--- src/rtl/countdown_timer_core_if.sv ---
// Button/enable inputs and time/status outputs of the countdown timer core.
interface countdown_timer_core_if;
  logic       enable;
  logic       field_next;
  logic       inc;
  logic       start_stop;
  logic       clear;
  logic [5:0] hours;
  logic [5:0] mins;
  logic [5:0] secs;
  logic [1:0] set_field;
  logic       running;
  logic       expired;

  modport master (
    output enable, field_next, inc, start_stop, clear,
    input  hours, mins, secs, set_field, running, expired
  );

  modport slave (
    input  enable, field_next, inc, start_stop, clear,
    output hours, mins, secs, set_field, running, expired
  );
endinterface

--- src/rtl/countdown_timer_core.sv ---
// Countdown-mode timer: field-by-field time entry, 1 Hz countdown, pause/resume, zero detection.
module countdown_timer_core #(
  parameter int unsigned TICK_DIV  = 50_000_000,
  parameter int unsigned MAX_HOURS = 23
) (
  input logic                   clk,
  input logic                   reset,
  countdown_timer_core_if.slave bus
);
  localparam int unsigned PW = (TICK_DIV > 1) ? $clog2(TICK_DIV) : 1;
  localparam logic [PW-1:0] PRE_LAST   = PW'(TICK_DIV - 1);
  localparam logic [5:0]    HOURS_LAST = 6'(MAX_HOURS);

  typedef enum logic [1:0] {ST_SET, ST_RUN, ST_PAUSE, ST_DONE} state_t;

  state_t        state_q, state_d;
  logic [5:0]    hours_q, hours_d;
  logic [5:0]    mins_q, mins_d;
  logic [5:0]    secs_q, secs_d;
  logic [1:0]    field_q, field_d;
  logic [PW-1:0] pre_q, pre_d;
  logic          running_q, running_d;
  logic          expired_q, expired_d;

  logic       tick;
  logic       time_zero;
  logic       time_one;
  logic [5:0] dec_hours, dec_mins, dec_secs;

  assign tick      = (pre_q == PRE_LAST);
  assign time_zero = (hours_q == '0) && (mins_q == '0) && (secs_q == '0);
  assign time_one  = (hours_q == '0) && (mins_q == '0) && (secs_q == 6'd1);

  // One-second decrement with borrow; only used when time is non-zero.
  always_comb begin
    dec_hours = hours_q;
    dec_mins  = mins_q;
    dec_secs  = secs_q - 6'd1;
    if (secs_q == '0) begin
      dec_secs = 6'd59;
      dec_mins = mins_q - 6'd1;
      if (mins_q == '0) begin
        dec_mins  = 6'd59;
        dec_hours = hours_q - 6'd1;
      end
    end
  end

  always_comb begin
    state_d   = state_q;
    hours_d   = hours_q;
    mins_d    = mins_q;
    secs_d    = secs_q;
    field_d   = field_q;
    pre_d     = pre_q;
    expired_d = 1'b0;
    if (bus.enable) begin
      if (bus.clear) begin
        state_d = ST_SET;
        hours_d = '0;
        mins_d  = '0;
        secs_d  = '0;
        field_d = '0;
        pre_d   = '0;
      end else begin
        unique case (state_q)
          ST_SET: begin
            if (bus.start_stop) begin
              if (!time_zero) begin
                state_d = ST_RUN;
                field_d = '0;
                pre_d   = '0;
              end
            end else if (bus.field_next) begin
              field_d = field_q + 2'd1;
            end else if (bus.inc) begin
              unique case (field_q)
                2'd1:    secs_d  = (secs_q == 6'd59) ? '0 : secs_q + 6'd1;
                2'd2:    mins_d  = (mins_q == 6'd59) ? '0 : mins_q + 6'd1;
                2'd3:    hours_d = (hours_q >= HOURS_LAST) ? '0 : hours_q + 6'd1;
                default: ;
              endcase
            end
          end
          ST_RUN: begin
            // A tick on the start_stop cycle is still applied; reaching zero outranks the pause.
            if (tick) begin
              pre_d   = '0;
              hours_d = dec_hours;
              mins_d  = dec_mins;
              secs_d  = dec_secs;
              if (time_one) begin
                state_d   = ST_DONE;
                expired_d = 1'b1;
              end else if (bus.start_stop) begin
                state_d = ST_PAUSE;
              end
            end else if (bus.start_stop) begin
              state_d = ST_PAUSE;
            end else begin
              pre_d = pre_q + 1'b1;
            end
          end
          ST_PAUSE: begin
            if (bus.start_stop) begin
              state_d = ST_RUN;
            end else if (bus.field_next) begin
              state_d = ST_SET;
              field_d = 2'd1;
              pre_d   = '0;
            end
          end
          ST_DONE: begin
            if (bus.start_stop) begin
              state_d = ST_SET;
              field_d = '0;
            end else if (bus.field_next) begin
              state_d = ST_SET;
              field_d = 2'd1;
            end
          end
          default: state_d = ST_SET;
        endcase
      end
    end
    running_d = (state_d == ST_RUN);
  end

  always_ff @(posedge clk or posedge reset) begin
    if (reset) begin
      state_q   <= ST_SET;
      hours_q   <= '0;
      mins_q    <= '0;
      secs_q    <= '0;
      field_q   <= '0;
      pre_q     <= '0;
      running_q <= 1'b0;
      expired_q <= 1'b0;
    end else begin
      state_q   <= state_d;
      hours_q   <= hours_d;
      mins_q    <= mins_d;
      secs_q    <= secs_d;
      field_q   <= field_d;
      pre_q     <= pre_d;
      running_q <= running_d;
      expired_q <= expired_d;
    end
  end

  assign bus.hours     = hours_q;
  assign bus.mins      = mins_q;
  assign bus.secs      = secs_q;
  assign bus.set_field = field_q;
  assign bus.running   = running_q;
  assign bus.expired   = expired_q;
endmodule

--- src/flat_wrapper.sv ---
// flat-port wrapper written by rule: the top's interface ports become plain ports
module countdown_timer_core_flat 
#(
  parameter int unsigned TICK_DIV  = 50_000_000,
  parameter int unsigned MAX_HOURS = 23
)
  (clk, reset, bus_enable, bus_field_next, bus_inc, bus_start_stop, bus_clear, bus_hours, bus_mins, bus_secs, bus_set_field, bus_running, bus_expired);
  countdown_timer_core_if bus_i ();
  input logic clk;
  input logic reset;
  input wire logic [$bits(bus_i.enable)-1:0] bus_enable;
  input wire logic [$bits(bus_i.field_next)-1:0] bus_field_next;
  input wire logic [$bits(bus_i.inc)-1:0] bus_inc;
  input wire logic [$bits(bus_i.start_stop)-1:0] bus_start_stop;
  input wire logic [$bits(bus_i.clear)-1:0] bus_clear;
  output wire logic [$bits(bus_i.hours)-1:0] bus_hours;
  output wire logic [$bits(bus_i.mins)-1:0] bus_mins;
  output wire logic [$bits(bus_i.secs)-1:0] bus_secs;
  output wire logic [$bits(bus_i.set_field)-1:0] bus_set_field;
  output wire logic [$bits(bus_i.running)-1:0] bus_running;
  output wire logic [$bits(bus_i.expired)-1:0] bus_expired;
  assign bus_i.enable = bus_enable;
  assign bus_i.field_next = bus_field_next;
  assign bus_i.inc = bus_inc;
  assign bus_i.start_stop = bus_start_stop;
  assign bus_i.clear = bus_clear;
  assign bus_hours = bus_i.hours;
  assign bus_mins = bus_i.mins;
  assign bus_secs = bus_i.secs;
  assign bus_set_field = bus_i.set_field;
  assign bus_running = bus_i.running;
  assign bus_expired = bus_i.expired;
  countdown_timer_core #(.TICK_DIV(TICK_DIV), .MAX_HOURS(MAX_HOURS)) u_core (.clk(clk), .reset(reset), .bus(bus_i));
endmodule
--- config.mk ---
export PLATFORM = sky130hd
export DESIGN_NAME = countdown_timer_core_flat
export DESIGN_NICKNAME = d
export VERILOG_FILES = /design/src/rtl/countdown_timer_core_if.sv /design/src/rtl/countdown_timer_core.sv /design/src/flat_wrapper.sv
export SDC_FILE = /design/constraint.sdc
export NUM_CORES = 1
export LEC_CHECK = 0
export BUFFER_PORTS_ARGS = -buffer_cell sky130_fd_sc_hd__buf_2
export CAP_MARGIN = 20
export CORE_MARGIN = 2
export CORE_UTILIZATION = 60
export CTS_CLUSTER_DIAMETER = 30
export DETAILED_ROUTE_END_ITERATION = 8
export HOLD_SLACK_MARGIN = 0.06
export PLACE_DENSITY = 0.8
export SLEW_MARGIN = 10
export SYNTH_ARGS = -nofsm -noshare
export SYNTH_HDL_FRONTEND = slang
export SYNTH_SLANG_ARGS = --single-unit
--- constraint.sdc ---
create_clock -name clk -period 2.6 [get_ports clk]
set_clock_uncertainty 0.05 [all_clocks]
set_input_delay 0.26 -clock clk [delete_from_list [all_inputs] [get_ports clk]]
set_output_delay 0.26 -clock clk [all_outputs]
set_load 0.02 [all_outputs]
# After elaboration in Yosys (flattened, before gate mapping)
# Cells that the tools add are included.
classes:
  n_addsub: 8
  n_mul: 0
  div: 0
  magnitude_cmp: 1
  n_eq_ne: 27
  n_shift: 0
  n_mux: 61
  bitwise_logic: 0
  reduce_logical: 15
op_table:
  columns: ["op", "n"]
  rows:
  - ["$mux W26", 7]
  - ["$mux W6", 26]
  - ["$pmux W26 S3", 1]
  - ["$pmux W6 S2", 3]
  - ["$mux W2", 17]
  - ["$ne A3 B3 Y1 const B", 10]
  - ["$add A26 B1 Y26 const B", 1]
  - ["$eq A26 B26 Y1 const B", 1]
  - ["$add A6 B1 Y6 const B", 3]
  - ["$logic_not A6 Y1", 3]
  - ["$sub A6 B1 Y6 const B", 3]
  - ["$reduce_and A7 Y1", 2]
  - ["$eq A6 B6 Y1 const B", 2]
  - ["$ne A3 B2 Y1 const B", 3]
  - ["$reduce_and A9 Y1", 1]
  - ["$eq A2 B2 Y1 const B", 4]
  - ["$ne A4 B4 Y1 const B", 2]
  - ["$pmux W2 S4", 1]
  - ["$reduce_and A8 Y1", 1]
  - ["$reduce_bool A4 Y1", 2]
  - ["$eq A2 B1 Y1 const B", 3]
  - ["$eq A6 B1 Y1 const B", 1]
  - ["$ge A6 B5 Y1 const B", 1]
  - ["$pmux W2 S3", 1]
  - ["other kinds (7)", 13]
word_totals:
  register_bits: 50
  latchBits: 0
  mem_bits_rw: 0
  mem_bits_ro: 0
  input_bits: 7
  output_inout_bits: 22
  wordCells: 120
  mem_count: 0

# Depth between registers and ports, before layout
# Gate-level depths: netlist (run 1).
logic_depth:
  depth_word: 9
  ltp_mapped: 10
  mapped_depth_nobuf: 7

# Least setup slack after synthesis (run 1)
# Ideal clock, no wire load.
synth_path:
  kind: "reg2reg"
  start: "register u_core.mins_q[0] (netlist: u_core.bus.mins[0])"
  end: "register u_core.running_q (netlist: u_core.bus.running)"
  setup_time_ps: 80
  arrival_time_ps: 2232
  required_time_ps: 2470
  slack_ps: 239
  stages_incl_launch_ff: 8
  n_path_buf: 0
  period_less_slack_ps: 2361
  cell_sequence: "dfrtp_1 inv_1 ha_1 nor2b_1 nand4_2 or4_1 or3_1 a2bb2oi_1"
synth_between:
  elab_chain_cells: 9
  elab_cells_between_ends: 12
  cone_classes: "eq/ne: 1; mux: 7; reduce/logical: 4"
synth_lines:
  columns: ["item", "line_no", "text"]
  rows:
  - ["start, declared", "countdown_timer_core.sv:18", "logic [5:0] mins_q, mins_d;"]
  - ["start signal, assigned", "countdown_timer_core.sv:142", "mins_q <= mins_d;"]
  - ["$logic_not A6 Y1 (*)", "countdown_timer_core.sv:31, countdown_timer_core.sv:32", null]
  - ["$logic_and A1 B1 Y1 (*)", "countdown_timer_core.sv:31, countdown_timer_core.sv:32", null]
  - ["$logic_and A1 B1 Y1, on equally long branches", "countdown_timer_core.sv:32, countdown_timer_core.sv:31", null]
  - ["$mux W2, on equally long branches", "countdown_timer_core.sv:92, countdown_timer_core.sv:69", null]
  - ["$mux W2, on equally long branches", "countdown_timer_core.sv:87, countdown_timer_core.sv:68", null]
  - ["$pmux W2 S4 (*)", "countdown_timer_core.sv:66", "unique case (state_q)"]
  - ["$mux W2 (*)", "countdown_timer_core.sv:58", "if (bus.clear) begin"]
  - ["$mux W2 (*)", "countdown_timer_core.sv:57", "if (bus.enable) begin"]
  - ["$eq A2 B1 Y1 (*)", "countdown_timer_core.sv:126", "running_d = (state_d == ST_RUN);"]
  - ["via u_core.running_d", "countdown_timer_core.sv:22", "logic running_q, running_d;"]
  - ["end signal, assigned", "countdown_timer_core.sv:146", "running_q <= running_d;"]
  - ["end, declared", "countdown_timer_core.sv:22", null]
# The timed path passes the listed nets; every way through them passes the cells marked *.
# A chain may end at the register's enable or synchronous reset.

# Worst setup path in the final report (run 1)
layout_path:
  start: "register u_core.state_q[1]"
  end: "register u_core.pre_q[0]"
layout_between:
  elab_chain_cells: 3
  elab_cells_between_ends: 12
  cone_classes: "eq/ne: 7; mux: 2; reduce/logical: 3"
layout_lines:
  columns: ["item", "line_no", "text"]
  rows:
  - ["start, declared", "countdown_timer_core.sv:16", "state_t state_q, state_d;"]
  - ["start signal, assigned", "countdown_timer_core.sv:140", "state_q <= state_d;"]
  - ["$eq A2 B1 Y1, or another cell as far along", "countdown_timer_core.sv:66", null]
  - ["$ne A4 B3 Y1 (no source line), or another cell as far along", null, null]
  - ["$reduce_and A7 Y1 (no source line) or $mux W26 (tied branches)", null, null]
  - ["end signal, assigned", "countdown_timer_core.sv:145", "pre_q <= pre_d;"]
  - ["end, declared", "countdown_timer_core.sv:21", "logic [PW-1:0] pre_q, pre_d;"]
# Several ways; a longest one is shown, not always the timed one.

==> results of run 1 <==
[repair_timing]
item | in CTS | in global routing
endpoints found under the setup margin | 0 | 11
gates resized for setup | 0 | 4
hold buffers | 0 | 0
setup buffers | 0 | 1
[worst paths after layout]
kind | end | slack (ns) | cells past startpoint
setup / recovery | u_core.pre_q[0]$_DFFE_PP0P_ | 0.15 | 7
hold / removal | u_core.bus.mins[1]$_DFFE_PP0P_ | 0.06 | 3
setup reg to reg | u_core.pre_q[0]$_DFFE_PP0P_ | 0.15 | 7
hold reg to reg | u_core.pre_q[6]$_DFFE_PP0P_ | 0.48 | 2
max in group asynchronous | u_core.bus.secs[4]$_DFFE_PP0P_ | 2.01 | 3
min in group clk | u_core.bus.set_field[0]$_DFFE_PP0P_ | 0.18 | 2
[cells in the final DEF (no fill, tap or decap), drive strengths merged, types with 8 or more instances in the layout]
master	count
nor3	10
inv	20
dfrtp	50
nand4	11
nand2	38
o21ai	20
nor2	19
or4	21
ha	18
o211ai	8
buf	56
nor4	8
nand3	15
a21oi	28
o31ai	20
[kinds of logic (layout without fill, tap and decap cells)]
logic type                 count (synthesis)  in the layout  share of synthesized area
AOI/OAI and AO/OA                        151            151                      0.276
xor gates and xnor gates                   2              2                    0.00451
adders and majority gates                 18             18                     0.0579
buffers and inverters                     51             85                     0.0576
DFF                                       50             50                      0.322
muxes                                      9              9                     0.0251
and+or+nand+nor                          166            166                      0.257
[layout make-up]
cell class / instances / area, um^2
multi-input cells: 346 / 2430
fillers: 522 / 1950
flip-flops and latches: 50 / 1250
repair buffers: 56 / 363
well taps: 77 / 96.3
clock buffers: 6 / 82.6
inverters: 21 / 78.8
clock inverters: 2 / 60.1
[sequential cells by signal (all words and copies together), names as in the netlist]
name,count
u_core.pre_q,26
u_core.bus.hours,6
u_core.bus.mins,6
u_core.bus.secs,6
u_core.bus.set_field,2
u_core.state_q,2
u_core.bus.expired,1
u_core.bus.running,1
[report_power, final]
part / switching, mW / internal (mW)
combinational: 1.02 / 0.704
clock: 0.289 / 0.411
sequential: 0.245 / 0.913
total: 1.55 / 2.03
[layer usage]
layer	vias up	track usage	share of wire	wire, um
met1	1832	0.386	0.43	4420
met2	133	0.500	0.51	5190
met3	21	0.0383	0.043	440
met5	-	0	0	0
met4	0	0.101	0.021	219
li1	1802	-	-	-
[synthesized netlist by cell type, types with 4 or more instances]
master,count,share of area
dfrtp_1,50,0.32
nand2_1,37,0.036
a21oi_1,28,0.036
inv_1,20,0.019
o21ai_0,20,0.026
o31ai_1,20,0.039
or4_1,20,0.039
nor2_1,19,0.018
ha_1,18,0.058
nand3_1,15,0.019
buf_2,14,0.018
clkbuf_1,12,0.012
nand4_1,10,0.016
nor3_1,9,0.012
a211oi_1,7,0.014
a31oi_1,7,0.011
and3_1,7,0.011
o211ai_1,7,0.014
mux2i_1,6,0.015
and2_1,5,0.0080
and4_1,5,0.011
nand2b_1,5,0.0080
o21bai_1,5,0.0097
o221ai_1,5,0.011
o22a_1,5,0.011
a21o_1,4,0.0077
a2bb2oi_1,4,0.0090
nor4_1,4,0.0064
o21a_1,4,0.0077
[worst max-delay path, cell delays in order (launching register included)]
cell and delay (ns):
dfrtp_1 0.43, inv_1 0.10, ha_1 0.38, clkinv_1 0.15, nor2_1 0.24, o21a_1 0.33, nor3b_1 0.47, mux2_2 0.25
[metrics by stage]
stage          power, mW  hold WS [ns]   util  instance area, um^2  std cells
2_1_floorplan       2.32         0.335      -                 3890        447
3_3_place_gp        2.81         0.417  0.666                 4200        549
3_5_place_dp        2.86         0.421  0.666                 4200        549
4_1_cts             3.56        0.0813  0.688                 4350        557
5_1_grt             3.78         0.141  0.691                 4370        558
6_report            3.58        0.0636  0.691                 4370        558
==> key figures, run 1 <==
Placement
  – PortBufs: 28
  – Place WS: 0.158 ns
  – HPWL after DPL: 7050 um
  – Gpl congestion: 0.936

Logic synthesis
  – Cell Area, Synth: 3890 um^2
  – Synth async-reset ratio: 1.00
  – Seq cells post-synth: 50
  – Post-synth EDFFs: 0
  – Register area share after synthesis: 0.322
  – YS warnings: 0
  – Cell count after synthesis: 447
  – Net Count, Synth: 472
  – Avg Inst Size Synth: 8.70 um^2
  – Prevailing post-synth register cell: dfrtp_1
  – Cell variety after synth: 75

STA
  – Maximum clock frequency: 407 MHz
  – Setup ws final: 0.145 ns
  – Worst Tran Pin Value: 0.659 ns
  – Fin crit period: 2.45 ns
  – Tcrit/Tclk final: 0.944
  – Final Setup Violations: 0
  – Hold Fails Final Rpt: 0
  – RSZ-0062 raised after global routing: no
  – Final slew viol count: 0
  – Worst slew margin: 0.561
  – Setup Total Neg Slack: 0 ns

Drt
  – # DRC: 0
  – Drt wl/cell: 18.4 um
  – First DRT Iteration DRCs: 383
  – Avg Vias per Cell: 6.79
  – Via count: 3788
  – Detail Route Antenna Nets: 0
  – Total Wirelength: 10300 um
  – Total iterations of the first detailed-routing run: 6

Worst setup path
  – WS Path Type: flip-flop to flip-flop
  – Worst Setup SP: u_core.state_q[1]$_DFF_PP0_
  – CP Capture Type: flip-flop
  – Reg2reg start: u_core.state_q[1]$_DFF_PP0_
  – Critical path required time: 2.81 ns
  – CP startpoint kind: flip-flop
  – Worst EP arrival: 2.66 ns
  – Crit path max fanout: 9

Layout
  – Share of layout cells above drive strength 1: 0.177
  – ANT cells: 0
  – Nets: 505
  – Area Growth Syn to Fin: 12.3%

Global routing
  – Vias in the first global route: 3638
  – GRT Total Usage: 0.294
  – First-pass GRT wire length: 17400 um
  – Initial antenna violation count: 0
  – Aggregate global routing overflow: 0
  – Largest net degree at the start of global routing: 55

Floorplan
  – I/O pins: 29
  – Core area: 6310 um^2
  – DIE HEIGHT: 84.5 um
  – DIE AREA: 7140 um^2
  – Die width: 84.5 um
  – Initial Util: 0.616
  – FP Rows: 29

Pwr
  – Pwr/cell area: 820 nW/um^2
  – Leakage: 1.84 nW
  – Peak supply drop: 0.000713 V

Run
  – Max-Cap Viols: 0

Status
  – Status: completed

Clock tree
  – H-tree Lvls: 2
  – Worst-path clk slew: 0.10 ns
  – Total CTS buffers: 5
  – Clk buf depth: 2
  – Clk_lat worst skew: 0.32 ns
  – Root buffer cell: clkbuf_8
  – Clock sink count: 50
  – CTS tree: yes

Worst hold path
  – Hold Path Class: input port to asynchronous set/reset pin
No activity file was read; power rests on OpenSTA's default activity.
==> run 2, diff against run 1 <==
- CELL_PAD_IN_SITES_DETAIL_PLACEMENT: default -> 0
- CELL_PAD_IN_SITES_GLOBAL_PLACEMENT: default -> 1
- CORE_UTILIZATION: 60 -> 47
- GPL_TIMING_DRIVEN: default -> 0
- PLACE_DENSITY: 0.8 -> default
- PLACE_DENSITY_LB_ADDON: default -> 0.1
==> run 2 against run 1 <==
Compared with the run above:
- die area is 26% higher
- maximum frequency down 0.63%
- routed wire length grew 7.8%
- register-to-register slack worse by 0.02 ns
- sequential cell count unchanged
- global-route usage fell by 3.6 points
- worst setup slack worse by 0.016 ns
- critical path type unchanged
- largest cell class unchanged
- largest power group unchanged
==> key figures, run 2 (same netlist as run 1, synthesis figures left out) <==
Floorplan
  – DIE HEIGHT: 94.9 um
  – Initial Util: 0.478
  – DIE AREA: 9010 um^2
  – Die width: 94.9 um
  – FP Rows: 33
  – Core area: 8130 um^2
  – I/O pins: 29

Drt
  – Drt wl/cell: 18.4 um
  – Total Wirelength: 11100 um
  – Via count: 3873
  – First DRT Iteration DRCs: 354
  – Detail Route Antenna Nets: 0
  – Total iterations of the first detailed-routing run: 5
  – Avg Vias per Cell: 6.42
  – # DRC: 0

Worst hold path
  – Hold path depth: 2
  – Worst Hold End: u_core.bus.set_field[0]$_DFFE_PP0P_
  – Hold path start: bus_enable
  – Hold Path Class: input port to flip-flop

STA
  – Maximum clock frequency: 405 MHz
  – Final slew viol count: 0
  – Hold Fails Final Rpt: 0
  – Worst slew margin: 0.578
  – Tcrit/Tclk final: 0.950
  – Fin crit period: 2.47 ns
  – Setup Total Neg Slack: 0 ns
  – Worst Tran Pin Value: 0.633 ns
  – Final Setup Violations: 0

Global routing
  – GRT Total Usage: 0.258
  – Vias in the first global route: 3611
  – Global routing usage on met2: 0.451
  – Initial antenna violation count: 0
  – Largest net degree at the start of global routing: 33
  – Aggregate global routing overflow: 0
  – Met3 Track Usage GR: 0.0231
  – Layer with the highest usage: met2
  – First-pass GRT wire length: 18200 um
  – Routing usage on met1: 0.336

Worst setup path
  – Worst reg-to-reg setup slack: 0.13 ns
  – Worst EP arrival: 2.65 ns
  – Worst reg2reg endpoint: u_core.bus.running$_DFF_PP0_
  – CP startpoint kind: flip-flop
  – Crit path max fanout: 9
  – Critical path required time: 2.78 ns
  – Reg2reg start: u_core.bus.mins[0]$_DFFE_PP0P_
  – WS Path Type: flip-flop to flip-flop
  – Worst Reg-to-Reg Cells: 7
  – CP Capture Type: flip-flop

Pwr
  – Leakage: 1.88 nW
  – Pwr/cell area: 758 nW/um^2
  – Peak supply drop: 0.000251 V
  – Tot Pwr: 3.40 mW

Layout
  – Max reg flops: 26
  – ANT cells: 0
  – Final core utilization: 0.551
  – Top reg by flops: u_core.pre_q
  – Nets: 522
  – Final instance area: 4480 um^2
  – Share of layout cells above drive strength 1: 0.197
  – Commonest non-fill, non-tap cell in the layout: dfrtp_1
  – Most frequent cells in the layout: dfrtp_1, buf_2, nand2_1
  – Finished Layout Cells: 603
  – Area Growth Syn to Fin: 15.2%

Status
  – Status: completed

Placement
  – Gpl congestion: 0.875
  – Area post-placement: 4180 um^2
  – Placed Cells: 581
  – HPWL after DPL: 7810 um
  – PortBufs: 28

Clock tree
  – Clk buf depth: 2
  – Total CTS buffers: 5
  – Worst-path clk slew: 0.10 ns
  – Clk_lat worst skew: 0.31 ns
  – H-tree Lvls: 2
  – Clock sink count: 50
  – CTS tree: yes
  – Root buffer cell: clkbuf_8

Run
  – Max-Cap Viols: 0
[run 2: cell count changes in the layout (fill, tap and decap cells not counted), moves of 2 or more]
cell	change
nor2_4	+2
clkbuf_2	+3
bufinv_16	-2
buf_4	-13
clkbuf_4	+2
clkbuf_1	+9
nor2b_1	-2
buf_2	+12
nor2b_4	+2
buf_6	+2
nor2_1	-2
[run 2: worst max-delay path by stage]
stage	from	cells past startpoint	slack, ns	to
floorplan	u_core.bus.mins[0]$_DFFE_PP0P_	7	0.24	u_core.bus.running$_DFF_PP0_
global placement	u_core.state_q[1]$_DFF_PP0_	10	-0.56	u_core.pre_q[16]$_DFFE_PP0P_
detailed placement	u_core.state_q[1]$_DFF_PP0_	10	-0.57	u_core.pre_q[16]$_DFFE_PP0P_
CTS	u_core.pre_q[16]$_DFFE_PP0P_	5	0.001	u_core.bus.mins[1]$_DFFE_PP0P_
global route	u_core.state_q[0]$_DFF_PP0_	9	-0.03	u_core.pre_q[4]$_DFFE_PP0P_
finish	u_core.bus.mins[0]$_DFFE_PP0P_	7	0.13	u_core.bus.running$_DFF_PP0_
[run 2: timing repair]
| item | CTS | global route |
|---|---|---|
| setup buffers | 1 | 13 |
| hold endpoints to repair | 18 | 0 |
| setup endpoints to repair | 39 | 39 |
| pin swaps | 2 | 6 |
| hold buffers | 1 | 0 |
| gates resized for setup | 9 | 17 |
[run 2: cell type report]
class,instances,area [um^2]
plain buffers,29,150
repair buffers,44,275
multi-input cells,346,2490
well taps,105,131
fillers,768,3660
flip-flops and latches,50,1250
clock inverters,2,16.3
inverters,21,81.3
clock buffers,6,82.6
[run 2: power by group]
| part | switching, mW | internal [mW] |
|---|---|---|
| Sequential | 0.230 | 0.913 |
| Combinational | 1.03 | 0.703 |
| Clock | 0.295 | 0.220 |
[run 2: metrics by stage]
stage / setup slack [ns] / hold slack (ns)
2_1_floorplan: 0.239 / 0.335
3_3_place_gp: -0.556 / 0.454
3_5_place_dp: -0.573 / 0.241
4_1_cts: 0.000974 / 0.180
5_1_grt: -0.0301 / 0.188
6_report: 0.129 / 0.193
[run 2: worst max-delay path, cell delays in order (launching register included)]
cell and delay, ns:
dfrtp_1 0.50, inv_1 0.14, ha_1 0.16, nor2b_4 0.23, nand4_2 0.21, or4_1 0.60
or3_1 0.35, a2bb2oi_1 0.16
[run 2: layer usage]
layer | share of wire | wire length (um)
met3 | 0.047 | 524
met2 | 0.50 | 5510
met1 | 0.43 | 4800
met4 | 0.021 | 237
met5 | 0 | 0
==> run 3, diff against run 2 <==
- clock period: 2.6 -> 2.5 ns (I/O delays scaled with it)
==> run 3 against run 2 <==
Compared with the run above:
- largest cell class unchanged
- design area increased by 1.5%
- highest routed layer unchanged
- count of clock-buffer cells in the layout is the same
- global-route usage is 0.13 points higher
==> key figures, run 3 (same netlist as run 1, synthesis figures left out) <==
Status
  – Status: completed

Layout
  – Share of layout cells above drive strength 1: 0.223
  – Most frequent cells in the layout: dfrtp_1, nand2_1, buf_2
  – Top reg by flops: u_core.pre_q
  – ANT cells: 0
  – Nets: 517
  – Register area: 1250 um^2
  – Multi-input gate area: 2570 um^2
  – Area Growth Syn to Fin: 17.0%
  – Max reg flops: 26
  – Final instance area: 4550 um^2
  – Commonest non-fill, non-tap cell in the layout: dfrtp_1
  – Fill cells: 756

Floorplan
  – Initial Util: 0.478
  – DIE HEIGHT: 94.9 um
  – DIE AREA: 9010 um^2
  – FP Rows: 33
  – I/O pins: 29
  – Core area: 8130 um^2
  – Die width: 94.9 um

Placement
  – Place WS: -0.673 ns
  – PortBufs: 28
  – Gpl congestion: 0.875
  – Area post-placement: 4180 um^2
  – HPWL after DPL: 7810 um

STA
  – Final slew viol count: 0
  – Tcrit/Tclk final: 0.971
  – RSZ-0062 raised after global routing: yes
  – Maximum clock frequency: 412 MHz
  – Setup ws final: 0.0728 ns
  – Worst Tran Pin Value: 0.618 ns
  – Setup Total Neg Slack: 0 ns
  – Fin crit period: 2.43 ns
  – Worst slew margin: 0.584
  – Hold Fails Final Rpt: 0
  – Final Setup Violations: 0

Drt
  – M1 WL: 4970 um
  – Total iterations of the first detailed-routing run: 5
  – # DRC: 0
  – Via count: 3829
  – Metal3 WL: 367 um
  – Drt wl/cell: 18.7 um
  – Detail Route Antenna Nets: 0
  – Avg Vias per Cell: 6.40
  – Met2 WL: 5580 um
  – Top layer in use: met4
  – Total Wirelength: 11200 um
  – First DRT Iteration DRCs: 279

Pwr
  – Power Internal: 1.94 mW
  – Reg power frac: 0.339
  – Leakage: 1.87 nW
  – Pwr/cell area: 791 nW/um^2
  – Peak supply drop: 0.000228 V
  – Comb pwr share: 0.510
  – Clk pwr share: 0.150
  – Net Sw Power: 1.66 mW
  – Sw Ratio: 0.460

Clock tree
  – Clk buf depth: 2
  – H-tree Lvls: 2
  – CTS tree: yes
  – Total CTS buffers: 5
  – Worst-path clk slew: 0.11 ns
  – Root buffer cell: clkbuf_8
  – Clock sink count: 50
  – Clk_lat worst skew: 0.32 ns

Worst setup path
  – WS Path Type: flip-flop to flip-flop
  – CP max stage delay: 0.59 ns
  – Critical path required time: 2.68 ns
  – Worst path slowest cell: or4_1
  – CP Capture Type: flip-flop
  – Worst EP arrival: 2.61 ns
  – CP Cell Sequence: inv_1 -> ha_1 -> nor2b_4 -> nand4_4 -> or4_1 -> or3_1 -> a2bb2oi_1
  – Worst Setup SP: u_core.bus.mins[1]$_DFFE_PP0P_
  – Reg2reg start: u_core.bus.mins[1]$_DFFE_PP0P_
  – CP startpoint kind: flip-flop
  – Crit path max fanout: 9

Run
  – Max-Cap Viols: 0

Global routing
  – Largest net degree at the start of global routing: 33
  – GRT Total Usage: 0.259
  – Initial antenna violation count: 0
  – First-pass GRT wire length: 18300 um
  – Vias in the first global route: 3636
  – Aggregate global routing overflow: 0

Worst hold path
  – Hold path start: bus_enable
  – Hold Path Class: input port to flip-flop
run 3: cell count changes in the layout (fill, tap and decap cells not counted), sizes merged:
cell | previous run | this run
buf | 58 | 53
run 3: power by group through the flow:
stage | registers, mW | clock network (mW) | logic (mW)
after floorplan | 1.31 | 0 | 1.10
after global placement | 1.17 | 0 | 1.69
after detailed placement | 1.18 | 0 | 1.71
after CTS | 1.17 | 0.558 | 1.75
after global routing | 1.25 | 0.595 | 2.02
final | 1.22 | 0.540 | 1.83
run 3: worst paths after layout:
kind | endpoint | slack (ns) | cells after the start
min in group asynchronous | u_core.pre_q[12]$_DFFE_PP0P_ | 0.43 | 3
hold / removal | u_core.bus.set_field[0]$_DFFE_PP0P_ | 0.18 | 2
setup / recovery | u_core.bus.running$_DFF_PP0_ | 0.07 | 7
max in group asynchronous | u_core.bus.secs[4]$_DFFE_PP0P_ | 1.43 | 4
hold reg to reg | u_core.pre_q[20]$_DFFE_PP0P_ | 0.52 | 2
setup reg to reg | u_core.bus.running$_DFF_PP0_ | 0.07 | 7
run 3: worst max-delay path: cells and delay by family, from the launching register on:
| kind | cells | cell delay (ns) |
|---|---|---|
| buffers and inverters | 1 | 0.12 |
| adder cells (fa/ha/maj) | 1 | 0.15 |
| AO/OA/AOI/OAI | 1 | 0.17 |
| AND/OR/NAND/NOR | 4 | 1.36 |
| flip-flops | 1 | 0.50 |
run 3: metal layers:
layer  global-route usage  up-vias
met3               0.0231       22
met2                0.447       95
met5                    0        -
met4               0.0942        0
met1                0.337     1875
li1                     -     1837
run 3: cell type report:
type | count | share of cell area
buffer | 27 | 0.0344
timing repair buffer | 41 | 0.0556
multi-input combinational | 346 | 0.566
sequential | 50 | 0.276
inverter | 21 | 0.0179
tap | 105 | 0.0289
clock inverter | 2 | 0.00358
clock buffer | 6 | 0.0182
run 3: repair_timing:
item,CTS,global route
resized for setup,17,37
setup endpoints to repair,42,37
buffers inserted,3,8
endpoints found under the hold margin,18,0
hold buffers,1,0
pin swaps,4,6
run 3: stage by stage:
| stage | power (mW) | hold slack [ns] | util | std cells |
|---|---|---|---|---|
| final | 3.59 | 0.177 | 0.559 | 598 |
| after global routing | 3.87 | 0.171 | 0.559 | 598 |
| after detailed placement | 2.89 | 0.231 | 0.514 | 581 |
| after global placement | 2.86 | 0.454 | 0.511 | 580 |
| after floorplan | 2.42 | 0.325 | - | 447 |
| after CTS | 3.48 | 0.170 | 0.538 | 593 |
